### config.mk
export PLATFORM = sky130hd
export DESIGN_NAME = change_dispenser
export DESIGN_NICKNAME = d
export VERILOG_FILES = /design/src/rtl/vm_pkg.sv /design/src/rtl/ack_timer.sv /design/src/rtl/change_dispenser.sv
export SDC_FILE = /design/constraint.sdc
export NUM_CORES = 1
export LEC_CHECK = 0
export BUFFER_PORTS_ARGS = -buffer_cell sky130_fd_sc_hd__buf_2
export CORE_MARGIN = 8
export CORE_UTILIZATION = 55
export CTS_BUF_LIST = sky130_fd_sc_hd__clkbuf_2
export DETAILED_ROUTE_END_ITERATION = 10
export GPL_TIMING_DRIVEN = 0
export PLACE_DENSITY = 0.89
export SYNTH_ARGS = -nofsm -noshare
export SYNTH_HDL_FRONTEND = slang
export SYNTH_SLANG_ARGS = --single-unit
### constraint.sdc
create_clock -name clk -period 5.3 [get_ports clk]
set_input_delay 1.06 -clock clk [delete_from_list [all_inputs] [get_ports clk]]
set_output_delay 1.06 -clock clk [all_outputs]
set_load 0.03 [all_outputs]
### src/rtl/vm_pkg.sv
// Shared vending-machine definitions.
// Holds the coin_type encodings, the coin values in cents, the change
// dispenser state enum and a coin-to-value helper. The vend FSM imports
// this package as well, so it keeps the encodings identical across blocks.
package vm_pkg;

  typedef enum logic [1:0] {
    COIN_NONE    = 2'b00,
    COIN_NICKEL  = 2'b01,
    COIN_DIME    = 2'b10,
    COIN_QUARTER = 2'b11
  } coin_e;

  typedef enum logic [1:0] {
    ST_IDLE,
    ST_SELECT,
    ST_REQ,
    ST_DONE
  } disp_state_e;

  localparam logic [7:0] VAL_NICKEL  = 8'd5;
  localparam logic [7:0] VAL_DIME    = 8'd10;
  localparam logic [7:0] VAL_QUARTER = 8'd25;

  function automatic logic [7:0] coin_value(input coin_e c);
    case (c)
      COIN_NICKEL:  coin_value = VAL_NICKEL;
      COIN_DIME:    coin_value = VAL_DIME;
      COIN_QUARTER: coin_value = VAL_QUARTER;
      default:      coin_value = 8'd0;
    endcase
  endfunction

endpackage

### src/rtl/ack_timer.sv
// Coin-acknowledge watchdog.
// A loadable down-counter. The dispenser loads it while it picks a coin. It
// then counts down once per cycle while the request is outstanding. It
// reports expiry on the cycle that completes TIMEOUT waiting cycles.
//   clk, rst_n : clock, synchronous active-low reset
//   load       : preload the counter (asserted while picking a coin)
//   run        : count down (asserted while waiting for coin_ack)
//   expired    : counter has reached zero
// TIMEOUT must be at least 1.
module ack_timer #(
  parameter int unsigned TIMEOUT = 1000
) (
  input  logic clk,
  input  logic rst_n,
  input  logic load,
  input  logic run,
  output logic expired
);

  localparam int unsigned W = $clog2(TIMEOUT + 1);

  logic [W-1:0] count;

  // NOTE: state registers use non-blocking (<=) so every flop samples
  // pre-edge values regardless of the order of always blocks.
  always_ff @(posedge clk) begin
    if (!rst_n) begin
      count <= '0;
    end else if (load) begin
      // Loading TIMEOUT-1 means the sampled value is zero on the
      // TIMEOUT-th edge spent waiting.
      count <= W'(TIMEOUT - 1);
    end else if (run && count != '0) begin
      count <= count - W'(1);
    end
  end

  assign expired = (count == '0);

endmodule

### src/rtl/change_dispenser.sv
// Change dispenser controller.
// Pays out change_amt cents one coin at a time. It chooses coins greedily
// (quarter, dime, nickel) from the per-type stock counters. It handshakes
// each coin with the mechanism through coin_req/coin_ack. The job ends
// with a one-cycle done pulse. short is valid with done and is high when
// the full amount was not paid.
//   start/change_amt   : begin a job (accepted only in IDLE)
//   abort              : end the current job early
//   refill             : restock all coin types, clear fault (IDLE only)
//   coin_req/coin_type : request one coin of the given type
//   coin_ack           : mechanism ejected the requested coin
//   busy, done, short  : job status
//   fault              : sticky ack-timeout flag
//   remain             : cents still owed
//   stock_q/d/n        : coins left per type
module change_dispenser
  import vm_pkg::*;
#(
  parameter int unsigned STOCK_INIT  = 8,
  parameter int unsigned ACK_TIMEOUT = 1000
) (
  input  logic       clk,
  input  logic       rst_n,
  input  logic       start,
  input  logic [7:0] change_amt,
  input  logic       abort,
  input  logic       refill,
  input  logic       coin_ack,
  output logic       coin_req,
  output logic [1:0] coin_type,
  output logic       busy,
  output logic       done,
  output logic       short,
  output logic       fault,
  output logic [7:0] remain,
  output logic [7:0] stock_q,
  output logic [7:0] stock_d,
  output logic [7:0] stock_n
);

  localparam logic [7:0] STOCK_FULL = 8'(STOCK_INIT);

  disp_state_e state;
  coin_e       cur_coin;
  coin_e       pick;
  logic [7:0]  remain_paid;
  logic        timer_expired;

  ack_timer #(
    .TIMEOUT(ACK_TIMEOUT)
  ) u_ack_timer (
    .clk    (clk),
    .rst_n  (rst_n),
    .load   (state == ST_SELECT),
    .run    (state == ST_REQ),
    .expired(timer_expired)
  );

  // The greedy choice only picks a coin whose value fits in remain.
  // This keeps remain from underflowing.
  // NOTE: every always_comb output gets a default first so no path leaves
  // it unassigned and no latch is inferred.
  always_comb begin
    pick = COIN_NONE;
    if (remain >= VAL_QUARTER && stock_q != 8'd0) begin
      pick = COIN_QUARTER;
    end else if (remain >= VAL_DIME && stock_d != 8'd0) begin
      pick = COIN_DIME;
    end else if (remain >= VAL_NICKEL && stock_n != 8'd0) begin
      pick = COIN_NICKEL;
    end
  end

  assign remain_paid = remain - coin_value(cur_coin);
  assign coin_type   = cur_coin;
  assign busy        = (state != ST_IDLE);

  always_ff @(posedge clk) begin
    if (!rst_n) begin
      state    <= ST_IDLE;
      cur_coin <= COIN_NONE;
      coin_req <= 1'b0;
      done     <= 1'b0;
      short    <= 1'b0;
      fault    <= 1'b0;
      remain   <= 8'd0;
      stock_q  <= STOCK_FULL;
      stock_d  <= STOCK_FULL;
      stock_n  <= STOCK_FULL;
    end else begin
      done <= 1'b0;
      case (state)
        ST_IDLE: begin
          if (refill) begin
            stock_q <= STOCK_FULL;
            stock_d <= STOCK_FULL;
            stock_n <= STOCK_FULL;
            fault   <= 1'b0;
          end
          if (start) begin
            remain <= change_amt;
            short  <= 1'b0;
            state  <= ST_SELECT;
          end
        end

        ST_SELECT: begin
          if (abort || pick == COIN_NONE) begin
            // A zero balance also yields COIN_NONE and ends the job unshort.
            state <= ST_DONE;
            done  <= 1'b1;
            short <= (remain != 8'd0);
          end else begin
            cur_coin <= pick;
            coin_req <= 1'b1;
            state    <= ST_REQ;
          end
        end

        ST_REQ: begin
          if (coin_ack) begin
            // The coin is accounted even if abort arrives in the same cycle.
            remain   <= remain_paid;
            coin_req <= 1'b0;
            cur_coin <= COIN_NONE;
            case (cur_coin)
              COIN_QUARTER: if (stock_q != 8'd0) stock_q <= stock_q - 8'd1;
              COIN_DIME:    if (stock_d != 8'd0) stock_d <= stock_d - 8'd1;
              COIN_NICKEL:  if (stock_n != 8'd0) stock_n <= stock_n - 8'd1;
              default:      ;
            endcase
            if (abort) begin
              state <= ST_DONE;
              done  <= 1'b1;
              short <= (remain_paid != 8'd0);
            end else begin
              state <= ST_SELECT;
            end
          end else if (abort) begin
            coin_req <= 1'b0;
            cur_coin <= COIN_NONE;
            state    <= ST_DONE;
            done     <= 1'b1;
            short    <= (remain != 8'd0);
          end else if (timer_expired) begin
            coin_req <= 1'b0;
            cur_coin <= COIN_NONE;
            fault    <= 1'b1;
            state    <= ST_DONE;
            done     <= 1'b1;
            short    <= 1'b1;
          end
        end

        ST_DONE: begin
          state <= ST_IDLE;
        end

        default: begin
          state <= ST_IDLE;
        end
      endcase
    end
  end

endmodule

==> impl_metrics.tcl <==
set metrics [dict create \
    port_buffers 50 \
    rows 26 \
    power_w 0.002415 \
    die-width_um 89.21 \
    arrival_ns 1.63 \
    drc 0 \
    dp_cells 478 \
    cts_setup_buffers 0 \
    fillers 483 \
    multi_input_area_um2 1802 \
    yosys_most_used_dff "dfxtp_1" \
    slew_headroom 0.4463 \
    rr_worst_depth 7 \
    cp-startpoint "state[0]" \
    regArea_um2 1001 \
    htree_levels 2 \
    required_ns 4.24 \
    fmax_ghz 0.3719 \
    die_area_um2 7958 \
    post-place-ws_ns 2.649 \
    grt_usage 0.1979 \
    power.leakage_nw 1.370 \
    yosys-top-cells-count "nor2_1 (55), dfxtp_1 (50), nand2_1 (23)" \
    rsz0062_at_grt "false" \
    cts-resized-gates 0 \
    finalSetupTns_ns 0 \
    start_util 0.5735 \
    drv_slew 0 \
    path_clk_slew_ns 0.24 \
    cts_tree "built" \
    syn2layout_area_growth_pct 12.82 \
    syn-mean-instance-area_um2 8.234 \
    cts_sinks 50 \
    period_share 0.5073 \
    grt_pass1_wl_um 12460 \
    antenna_found_initial 0 \
    wl_per_cell_um 15.45 \
    instances_no_fill 486 \
    synth_cell_types 56 \
    rr_startpoint "state[0]" \
    ios 53 \
    wl_um 7510 \
    first_global_vias 2723 \
    status "finished clean" \
    hold_viol_final 0 \
    drive_gt1_frac 0.1711 \
    synth_top_area_frac 0.3396 \
    syn_nets 389 \
    ys_seq_area_frac 0.3396 \
    num_vias 2825 \
    crit_path_end_kind "output port" \
    regToRegSetupSlack_ns 2.67 \
    synthCells 358 \
    cts_buffer_depth 2 \
    worst_slew_pin_slew_ns 0.8230 \
    core_area_um2 5140 \
    power_density_nw_per_um2 726.3 \
    cts-hold-fix-buffers 0 \
    ys_ff_latch 50 \
    final_nets 446 \
    via_per_inst 5.813 \
    post-route-min-period_ns 2.689 \
    peakVddDrop_mv 0.3643 \
    place_congestion 0.8773 \
    cts_inserted_buffers 5 \
    hp-start "short" \
    maxCapViolations 0 \
    first_pass_iters 5 \
    grt_max_degree 15 \
    timing.final.ws_setup_ns 2.611 \
    dieHeight_um 89.21 \
    hpwl_um 5730 \
    yosysTopAreaCell "dfxtp_1" \
    synth_edf_count 0 \
    fin_skew_ns 0.007963 \
    worstHoldPathType "reg -> reg" \
    ys_warn_count 0 \
    synth.cell_area_um2 2948 \
    overflow 0 \
    first_iter_violations 200 \
    startpoint_type "register" \
    clk_latency_ns 0.43 \
    root_buffer "clkbuf_2" \
    synthArstFlopShare 0 \
    synth.area.top_cells "dfxtp_1 (34%), nor2_1 (7.0%), ha_1 (6.8%), xor2_1 (4.5%), xnor2_1 (4.2%)" \
    final_core_util 0.6470 \
    worstSetupPathType "reg -> out" \
    drtAntennaViolNets 0 \
    yosysMostFrequentCell "nor2_1" \
    crit_fanout 6 \
    setup_viol 0 \
    holdPathStages 2 \
]
==> logic make-up after synthesis <==
group	share of synthesized area
multiplexers	0.02037
AND/OR/NAND/NOR	0.2398
XOR/XNOR	0.08617
flip-flops	0.3396
AO/OA/AOI/OAI	0.1902
buffers and inverters	0.04924
adder cells (fa/ha/maj)	0.07470
==> state kept, by name, summed over array words and instances, names as in the netlist <==
register,flops
state,2
stock_d,8
done,1
remain,8
coin_type,2
stock_q,8
coin_req,1
fault,1
short,1
stock_n,8
u_ack_timer.count,10
==> stage by stage <==
stage                     cell area (um^2)  hold slack [ns]
after floorplan                       2948           0.4928
after global placement                3286           0.4568
after detailed placement              3286           0.4663
after CTS                             3323           0.4947
after global routing                  3323           0.5554
final                                 3326           0.4969
==> layout by cell type, fill, tap and decap left out, drive strengths merged, types with 2 or more instances in the layout <==
master and instances:
nor2 55, buf 52, dfxtp 50, nand2 23, inv 21, a21oi 20
clkbuf 19, ha 16, o21ai 16, xor2 15, xnor2 14, nand3 11
nor4 9, a211oi 9, nor3 8, mux2i 6, o21a 6, a31oi 6
nand3b 5, nor2b 5, nand4b 5, o211ai 5, nand2b 4, or3 4
or4 3, o31ai 3, clkinv 2, o311ai 2
==> metal layers <==
metal	vias up	track usage	wire length, um
met1	1340	0.2318	3221
met3	14	0.04320	495
met4	0	0.07704	152
met2	89	0.3421	3641
met5	-	0	0
li1	1382	-	-
==> worst max-delay path, stage by stage (launching register included) <==
cell and delay [ns]:
dfxtp_1 0.43, inv_1 0.11, ha_1 0.29, inv_1 0.15
buf_2 0.22
==> where the power goes <==
group          switching (W)  internal [W]
clock               0.000121     0.0000318
combinational        0.00101      0.000594
sequential          0.000156      0.000504
total                0.00129       0.00113
==> path summary, 6_finish.rpt <==
path / end
max reg2reg: remain[2]
min reg2reg: short
max: busy
min: short
==> layout make-up <==
type,instances,area share
Antenna cell,1,0.0007524
Buffer,15,0.01768
Clock buffer,6,0.009029
Clock inverter,1,0.002257
Inverter,23,0.02596
Multi-Input combinational cell,270,0.5418
Sequential cell,50,0.3010
Tap cell,70,0.02634
Timing Repair Buffer,50,0.07524
Note: power is estimated with default switching activity, not from simulation.
